<file path="config.mk">
export PLATFORM = sky130hd
export DESIGN_NAME = stack_frame_reverser
export DESIGN_NICKNAME = d
export VERILOG_FILES = /design/src/rtl/stack_frame_reverser_pkg.sv /design/src/rtl/stack_frame_reverser_lifo.sv /design/src/rtl/stack_frame_reverser.sv
export SDC_FILE = /design/constraint.sdc
export NUM_CORES = 1
export LEC_CHECK = 0
export BUFFER_PORTS_ARGS = -buffer_cell sky130_fd_sc_hd__buf_2
export CAP_MARGIN = 20
export CORE_UTILIZATION = 42
export CTS_CLUSTER_SIZE = 12
export DETAILED_ROUTE_END_ITERATION = 10
export HOLD_SLACK_MARGIN = 0.15
export PLACE_DENSITY = 0.62
export SYNTH_ARGS = -nofsm -noshare
export SYNTH_HDL_FRONTEND = slang
export SYNTH_SLANG_ARGS = --single-unit
</file>
<file path="constraint.sdc">
create_clock -name clk -period 3.57 [get_ports clk]
set_input_delay 0.357 -clock clk [delete_from_list [all_inputs] [get_ports clk]]
set_output_delay 0.357 -clock clk [all_outputs]
set_load 0.005 [all_outputs]
</file>
<file path="src/rtl/stack_frame_reverser_pkg.sv">
// Shared definitions for the frame reverser: the FSM state type and the
// sizing helper for the stack occupancy count.
package stack_frame_reverser_pkg;

  // FILL accepts input words; DRAIN replays the buffered frame in reverse.
  typedef enum logic {
    ST_FILL  = 1'b0,
    ST_DRAIN = 1'b1
  } state_t;

  // Width needed to hold an occupancy count from 0 up to and including depth.
  function automatic int unsigned cnt_width(input int unsigned depth);
    return $clog2(depth + 1);
  endfunction

endpackage

</file>
<file path="src/rtl/stack_frame_reverser_lifo.sv">
// lifo_stack: the team's standard register-array stack.
// Ports:
//   clk, rstn        rising-edge clock, synchronous active-low reset (count only)
//   push, pop        write data_in on top / discard top; ignored when full / empty
//   data_in          word to push
//   top              combinational read of the current top word ('0 when empty)
//   count            number of words held, 0..DEPTH
//   is_empty/is_full occupancy flags
module lifo_stack
  import stack_frame_reverser_pkg::*;
#(
  parameter int unsigned DATA_W = 8,
  parameter int unsigned DEPTH  = 16
) (
  input  logic                           clk,
  input  logic                           rstn,
  input  logic                           push,
  input  logic                           pop,
  input  logic [DATA_W-1:0]              data_in,
  output logic [DATA_W-1:0]              top,
  output logic [cnt_width(DEPTH)-1:0]    count,
  output logic                           is_empty,
  output logic                           is_full
);

  localparam int unsigned CNT_W = cnt_width(DEPTH);
  localparam int unsigned AW    = $clog2(DEPTH);

  logic [DATA_W-1:0] mem [0:DEPTH-1];
  logic [AW-1:0]     wr_idx;
  logic [AW-1:0]     rd_idx;
  logic              do_push;
  logic              do_pop;

  always_comb begin
    is_empty = (count == '0);
    is_full  = (count == CNT_W'(DEPTH));
    do_push  = push && !is_full;
    do_pop   = pop && !is_empty;
    wr_idx   = count[AW-1:0];
    rd_idx   = AW'(count - CNT_W'(1));
    top      = is_empty ? '0 : mem[rd_idx];
  end

  // Storage is intentionally not reset; only the occupancy count is.
  always_ff @(posedge clk) begin
    if (do_push) begin
      mem[wr_idx] <= data_in;
    end
  end

  always_ff @(posedge clk) begin
    if (!rstn) begin
      count <= '0;
    end else if (do_push && !do_pop) begin
      count <= count + CNT_W'(1);
    end else if (do_pop && !do_push) begin
      count <= count - CNT_W'(1);
    end
  end

endmodule

</file>
<file path="src/rtl/stack_frame_reverser.sv">
// stack_frame_reverser: buffers each input frame in a LIFO stack and replays
// it in reverse order on the output stream.
// Ports:
//   clk, rstn                      rising-edge clock, synchronous active-low reset
//   in_valid/in_ready/in_data/in_last       input frame stream (valid/ready)
//   out_valid/out_ready/out_data/out_last   reversed frame stream (valid/ready)
//   overflow                       one-cycle pulse when a frame is split at DEPTH words
//   busy                           high while the reversed frame is being emitted
module stack_frame_reverser
  import stack_frame_reverser_pkg::*;
#(
  parameter int unsigned DATA_W = 8,
  parameter int unsigned DEPTH  = 16
) (
  input  logic              clk,
  input  logic              rstn,
  input  logic              in_valid,
  output logic              in_ready,
  input  logic [DATA_W-1:0] in_data,
  input  logic              in_last,
  output logic              out_valid,
  input  logic              out_ready,
  output logic [DATA_W-1:0] out_data,
  output logic              out_last,
  output logic              overflow,
  output logic              busy
);

  localparam int unsigned CNT_W = cnt_width(DEPTH);

  state_t           state;
  state_t           state_next;
  logic             push;
  logic             pop;
  logic             push_fills;
  logic             overflow_q;
  logic             is_empty;
  logic             is_full;
  logic [CNT_W-1:0] count;
  logic [DATA_W-1:0] top;

  lifo_stack #(
    .DATA_W (DATA_W),
    .DEPTH  (DEPTH)
  ) u_stack (
    .clk      (clk),
    .rstn     (rstn),
    .push     (push),
    .pop      (pop),
    .data_in  (in_data),
    .top      (top),
    .count    (count),
    .is_empty (is_empty),
    .is_full  (is_full)
  );

  // State register.
  always_ff @(posedge clk) begin
    if (!rstn) begin
      state <= ST_FILL;
    end else begin
      state <= state_next;
    end
  end

  // Next-state logic. A push that reaches DEPTH without in_last closes the
  // frame early; the rest of the source frame becomes the next frame.
  always_comb begin
    state_next = state;
    case (state)
      ST_FILL: begin
        if (push && (in_last || push_fills)) begin
          state_next = ST_DRAIN;
        end
      end
      ST_DRAIN: begin
        if (pop && out_last) begin
          state_next = ST_FILL;
        end
      end
      default: state_next = ST_FILL;
    endcase
  end

  // Output / handshake logic. Gated by rstn so that every handshake output
  // reads inactive while reset is held, regardless of the pre-reset state.
  always_comb begin
    in_ready  = 1'b0;
    out_valid = 1'b0;
    out_last  = 1'b0;
    busy      = 1'b0;
    overflow  = 1'b0;
    if (rstn) begin
      case (state)
        ST_FILL: begin
          in_ready = !is_full;
        end
        ST_DRAIN: begin
          out_valid = !is_empty;
          out_last  = !is_empty && (count == CNT_W'(1));
          busy      = 1'b1;
        end
        default: ;
      endcase
      overflow = overflow_q;
    end
    out_data   = top;
    push       = in_valid && in_ready;
    pop        = out_valid && out_ready;
    push_fills = push && !in_last && (count == CNT_W'(DEPTH - 1));
  end

  // Overflow pulse lands in the first DRAIN cycle of a split frame.
  always_ff @(posedge clk) begin
    if (!rstn) begin
      overflow_q <= 1'b0;
    end else begin
      overflow_q <= push_fills;
    end
  end

endmodule
</file>
Word level (Yosys, flattened, before mapping)
Memories as Yosys holds them, arrays and structs flattened.
Cells that the tools add are included.
{"block": "op_classes", "bitwise_logic": 1, "reduce_logical": 19, "n_mux": 17, "eq_ne": 3, "n_addsub": 2}
{"operator": "$mux W1", "count": 13}
{"operator": "$logic_and A1 B1 Y1", "count": 11}
{"operator": "$mux W5", "count": 2}
{"operator": "$mux W8", "count": 1}
{"operator": "$add A5 B1 Y5 const B", "count": 1}
{"operator": "$eq A5 B1 Y1 const B", "count": 1}
{"operator": "$eq A5 B4 Y1 const B", "count": 1}
{"operator": "$eq A5 B5 Y1 const B", "count": 1}
{"operator": "$logic_not A1 Y1", "count": 5}
{"operator": "$logic_not A5 Y1", "count": 1}
{"operator": "$sub A5 B1 Y5 const B", "count": 1}
{"operator": "$pmux W1 S2", "count": 1}
{"operator": "$reduce_bool A2 Y1", "count": 1}
{"operator": "$logic_or A1 B1 Y1", "count": 1}
{"operator": "$not A1 Y1", "count": 1}
{"block": "totals", "mem_count": 1, "regBits": 7, "output_inout_bits": 13, "ramBits": 128}
{"memory": "u_stack.mem", "depth": 16, "width": 8, "read_ports": 1, "rd_clocked_by_memory_dff": 0, "wr": 1, "line_no": "stack_frame_reverser_lifo.sv:29", "source": "logic [DATA_W-1:0] mem [0:DEPTH-1];"}

Longest topological paths before layout
{"block": "depth", "ltp_word": 11, "ltp_mapped": 13}

Cells and area by module
A second synthesis with hierarchy kept.
{"block": "unflattened", "cells_unflattened": 341, "hier_area_um2": 5627.9}
{"module": "lifo_stack", "cells_each": 324, "instances": 1, "seq_area_each_um2": 3943.8, "area_per_inst_um2": 5476.5}
{"module": "stack_frame_reverser", "cells_each": 17, "instances": 1, "seq_area_each_um2": 40.0, "area_per_inst_um2": 151.4}

Least setup slack after synthesis
OpenSTA, ideal clock, no wires.
{"block": "synth_path", "path_type": "register to register", "start": "register u_stack.count[0]", "end": "register u_stack.count[3]", "period_less_slack_ps": 2740, "setup_ps": 115, "stages_incl_launch_ff": 14, "t_arrival_ps": 2625, "required_time_ps": 3455, "n_path_buf": 4, "slack_ps": 830, "path_cell_list": "dfxtp_1 > buf_6 > buf_4 > inv_1 > ha_1 > nor4bb_1 > nor4bb_1 > buf_2 > ha_1 > clkbuf_1 > or4_4 > a21oi_2 > xor2_1 > and2_1"}
{"block": "synth_between", "elab_chain_cells": 9}
{"item": "from (decl)", "line_no": "stack_frame_reverser_lifo.sv:21", "source": "output logic [cnt_width(DEPTH)-1:0] count,"}
{"item": "from (signal assigned)", "line_no": "stack_frame_reverser_lifo.sv:56", "source": "count <= count + CNT_W'(1);"}
{"item": "from (signal assigned)", "line_no": "stack_frame_reverser_lifo.sv:58", "source": "count <= count - CNT_W'(1);"}
{"item": "$eq A5 B5 Y1 or $logic_not A5 Y1 (tied branches)", "line_no": "stack_frame_reverser_lifo.sv:37, stack_frame_reverser_lifo.sv:36"}
{"item": "$logic_not A1 Y1, on equally long branches"}
{"item": "$mux W1", "line_no": "stack_frame_reverser.sv:94", "source": "case (state)"}
{"item": "$mux W1", "line_no": "stack_frame_reverser.sv:93", "source": "if (rstn) begin"}
{"item": "$logic_and A1 B1 Y1, on equally long branches", "line_no": "stack_frame_reverser.sv:108, stack_frame_reverser.sv:109"}
{"item": "$logic_and A1 B1 Y1, on equally long branches", "line_no": "stack_frame_reverser_lifo.sv:38, stack_frame_reverser_lifo.sv:39"}
{"item": "$logic_not A1 Y1, on equally long branches", "line_no": "stack_frame_reverser_lifo.sv:57, stack_frame_reverser_lifo.sv:55"}
{"item": "$logic_and A1 B1 Y1, on equally long branches", "line_no": "stack_frame_reverser_lifo.sv:57, stack_frame_reverser_lifo.sv:55"}
{"item": "$reduce_bool A2 Y1 (no source line) or $mux W5 (tied branches)"}
Parallel ways exist; a longest one is shown, timed or not. The select of a mux whose other input is x is not followed.
A chain may end at the register's enable or synchronous reset.

Worst setup path in the final report
{"block": "layout_path", "start": "register u_stack.count[1]", "end": "output port out_data[5]"}
{"block": "layout_between", "elab_chain_cells": 3}
{"item": "$sub A5 B1 Y5", "line_no": "stack_frame_reverser_lifo.sv:41", "source": "rd_idx = AW'(count - CNT_W'(1));"}
{"item": "$mem_v2 Z16 W8"}
{"item": "$mux W8 (*)", "line_no": "stack_frame_reverser_lifo.sv:42", "source": "top = is_empty ? '0 : mem[rd_idx];"}
{"item": "to (decl)", "line_no": "stack_frame_reverser.sv:23", "source": "output logic [DATA_W-1:0] out_data,"}
Every way passes the cells marked *; elsewhere a longest branch is shown, timed or not.

==> qor.csv <==
metric,value,unit
syn_inst,284,
dp.cells,493,
ant_nets,0,
die_h,117,um
clock_power_share,40.7,%
power.leakage,2.20,nW
worstSetupEndpointType,primary output,
port-buffer-count,25,
clock_latency,0.42,ns
routed-via-count,2765,
postCtsSetupBuffers,0,
cts.sinks,135,
drv_slew,0,
yosys_register_bits,135,
syn2layout_area_growth,18.1,%
max-slew-margin-rel,55.1,%
grtUsageTotal,17.3,%
multi_input_area,1430,um^2
worst_slew_pin_slew,0.672,ns
grt_pass1_wl,16000,um
ir_drop,0.000402,V
finClkSkew,0.0100,ns
synth.distinct_cells,36,
synth_ff_type,edfxtp_1,
hold_path_class,in -> reg,
drt_iter0_drc,188,
fin_nets,360,
cts-resized-gates,0,
cts_htree_levels,4,
outcome,"complete, no violations",
total_power,4.06,mW
hold_viol_final,0,
swShare,24.5,%
fin_crit_sh,85.5,%
drc,0,
clockBufferDepth,2,
routabilityCongestion,0.735,
cts_hold_buf,0,
ys_seq_area_share,72.0,%
internal_power,3.06,mW
diodes,0,
critPathLaunchType,register,
wl,10600,um
cts_root_buf,clkbuf_16,
cts_tree,done,
finalSetupViolations,0,
dpl_worst_slack,0.895,ns
seq_area,3990,um^2
cts_buffers,17,
cp.arrival,2.70,ns
fill_cells,1045,
clkTransAtPathRegs,0.06,ns
antenna_found_initial,0,
start_util,43.5,%
die_w,117,um
syn_area,5540,um^2
design.die.area,13600,um^2
grt_overflow,0,
worstSetupPathType,reg -> out,
dpl.hpwl,6710,um
maxCapViolCount,0,
synth_edf_count,128,
finalNonFillerCells,523,
utilization,51.4,%
rows,41,
p_switching,992,uW
fmax,328,MHz
fin_ws,0.518,ns
cp_max_fo,33,
crit_required,3.21,ns
post-route-min-period,3.05,ns
pwr-share-seq,44.0,%
core,12700,um^2
p_per_area,620,nW/um^2
grt_pass1_vias,2735,
layout-drive-gt1-share,34.2,%
ys_warn_count,0,
wl_per_cell,20.2,um
rsz0062_at_grt,no,
ys_async_sr_fraction,0,%
syn_avg_cell_area,19.5,um^2
grt_max_degree,34,
syn_nets,304,
fin_tns_setup,0,ns
pin_count,26,
drtPass1Iterations,4,
p_comb_share,15.3,%
vias_per_cell,5.29,
## kinds of logic (layout without fill, tap and decap cells)
group	count (synthesis)	after routing	share of synthesized area [%]
adders and majority gates	7	7	1.58
DFF	135	135	72.0
xor gates and xnor gates	4	4	0.972
and+or+nand+nor	49	49	4.99
buffers and inverters	20	87	2.15
AOI/OAI and AO/OA	20	20	2.26
muxes	49	49	16.1
## through the flow
step                      hold slack [ns]  area [um^2]
final                               0.236         6540
after global routing                0.221         6540
after CTS                           0.215         6540
after detailed placement            0.486         5980
after global placement              0.477         5980
after floorplan                     0.456         5540
## power groups by stage
| stage | Sequential, mW | Clock (mW) | Combinational (mW) |
|---|---|---|---|
| global placement | 1.82 | 0 | 0.625 |
| global route | 1.79 | 1.74 | 0.673 |
| finish | 1.79 | 1.65 | 0.621 |
| CTS | 1.79 | 1.67 | 0.630 |
| floorplan | 1.81 | 0 | 0.441 |
| detailed placement | 1.82 | 0 | 0.628 |
## Yosys cell counts, types with 2 or more instances
| library cell | instances | area [um^2] |
|---|---|---|
| nand2_1 | 9 | 33.8 |
| buf_6 | 3 | 33.8 |
| nor3_1 | 7 | 35.0 |
| nor3b_1 | 2 | 15.0 |
| o22ai_1 | 8 | 50.1 |
| nor4bb_1 | 3 | 30.0 |
| ha_1 | 7 | 87.6 |
| xor2_1 | 2 | 17.5 |
| buf_4 | 4 | 30.0 |
| o21ai_0 | 2 | 10.0 |
| edfxtp_1 | 128 | 3840 |
| a21oi_1 | 5 | 25.0 |
| nor2_1 | 14 | 52.6 |
| inv_1 | 5 | 18.8 |
| and2_1 | 4 | 25.0 |
| mux2i_1 | 17 | 170 |
| dfxtp_1 | 7 | 140 |
| clkbuf_1 | 3 | 11.3 |
| mux4_2 | 32 | 721 |
| nand2b_1 | 2 | 12.5 |
| buf_2 | 5 | 25.0 |
## registers in the layout, indices dropped and copies added, names as in the netlist
signal	count
overflow_q	1
state	1
u_stack.mem	128
u_stack.count	5
## cell type report
class	count	area share, %
well taps	172	3.29
flip-flops and latches	135	60.9
clock inverters	13	2.07
inverters	5	0.287
multi-input cells	129	21.9
clock buffers	17	6.50
repair buffers	52	5.01
## cell usage in the layout, fill, tap and decap left out, types with 6 or more instances in the layout
master | netlist | layout
edfxtp_1 | 128 | 128
mux4_2 | 32 | 32
buf_4 | 4 | 27
buf_2 | 5 | 25
mux2i_1 | 17 | 17
clkbuf_16 | 0 | 17
nor2_1 | 14 | 14
nand2_1 | 9 | 9
o22ai_1 | 8 | 8
nor3_1 | 7 | 7
ha_1 | 7 | 7
dfxtp_1 | 7 | 6
## worst max-delay path: stages, from the launching register on
cell	delay, ns
dfxtp_1	0.49
inv_1	0.13
ha_1	0.29
buf_4	0.40
mux4_2	0.37
mux2i_1	0.28
o22ai_1	0.15
buf_2	0.14
## path summary, 6_finish.rpt
path	from	depth (start not counted)	slack, ns	to
worst max-delay path	u_stack.count[1]	7	0.52	out_data[5]
worst min-delay path	in_last	2	0.24	overflow_q
worst max register to register	u_stack.count[1]	10	0.89	u_stack.count[3]
worst min register to register	state	2	0.50	state
## metal layers
layer	vias to the layer above	wire, um	GRT usage, %
met4	0	168	6.75
met2	50	5150	26.0
met5	-	0	0
met3	16	404	5.72
li1	1264	-	-
met1	1435	4850	23.6
Note: power is estimated with default switching activity, not from simulation.
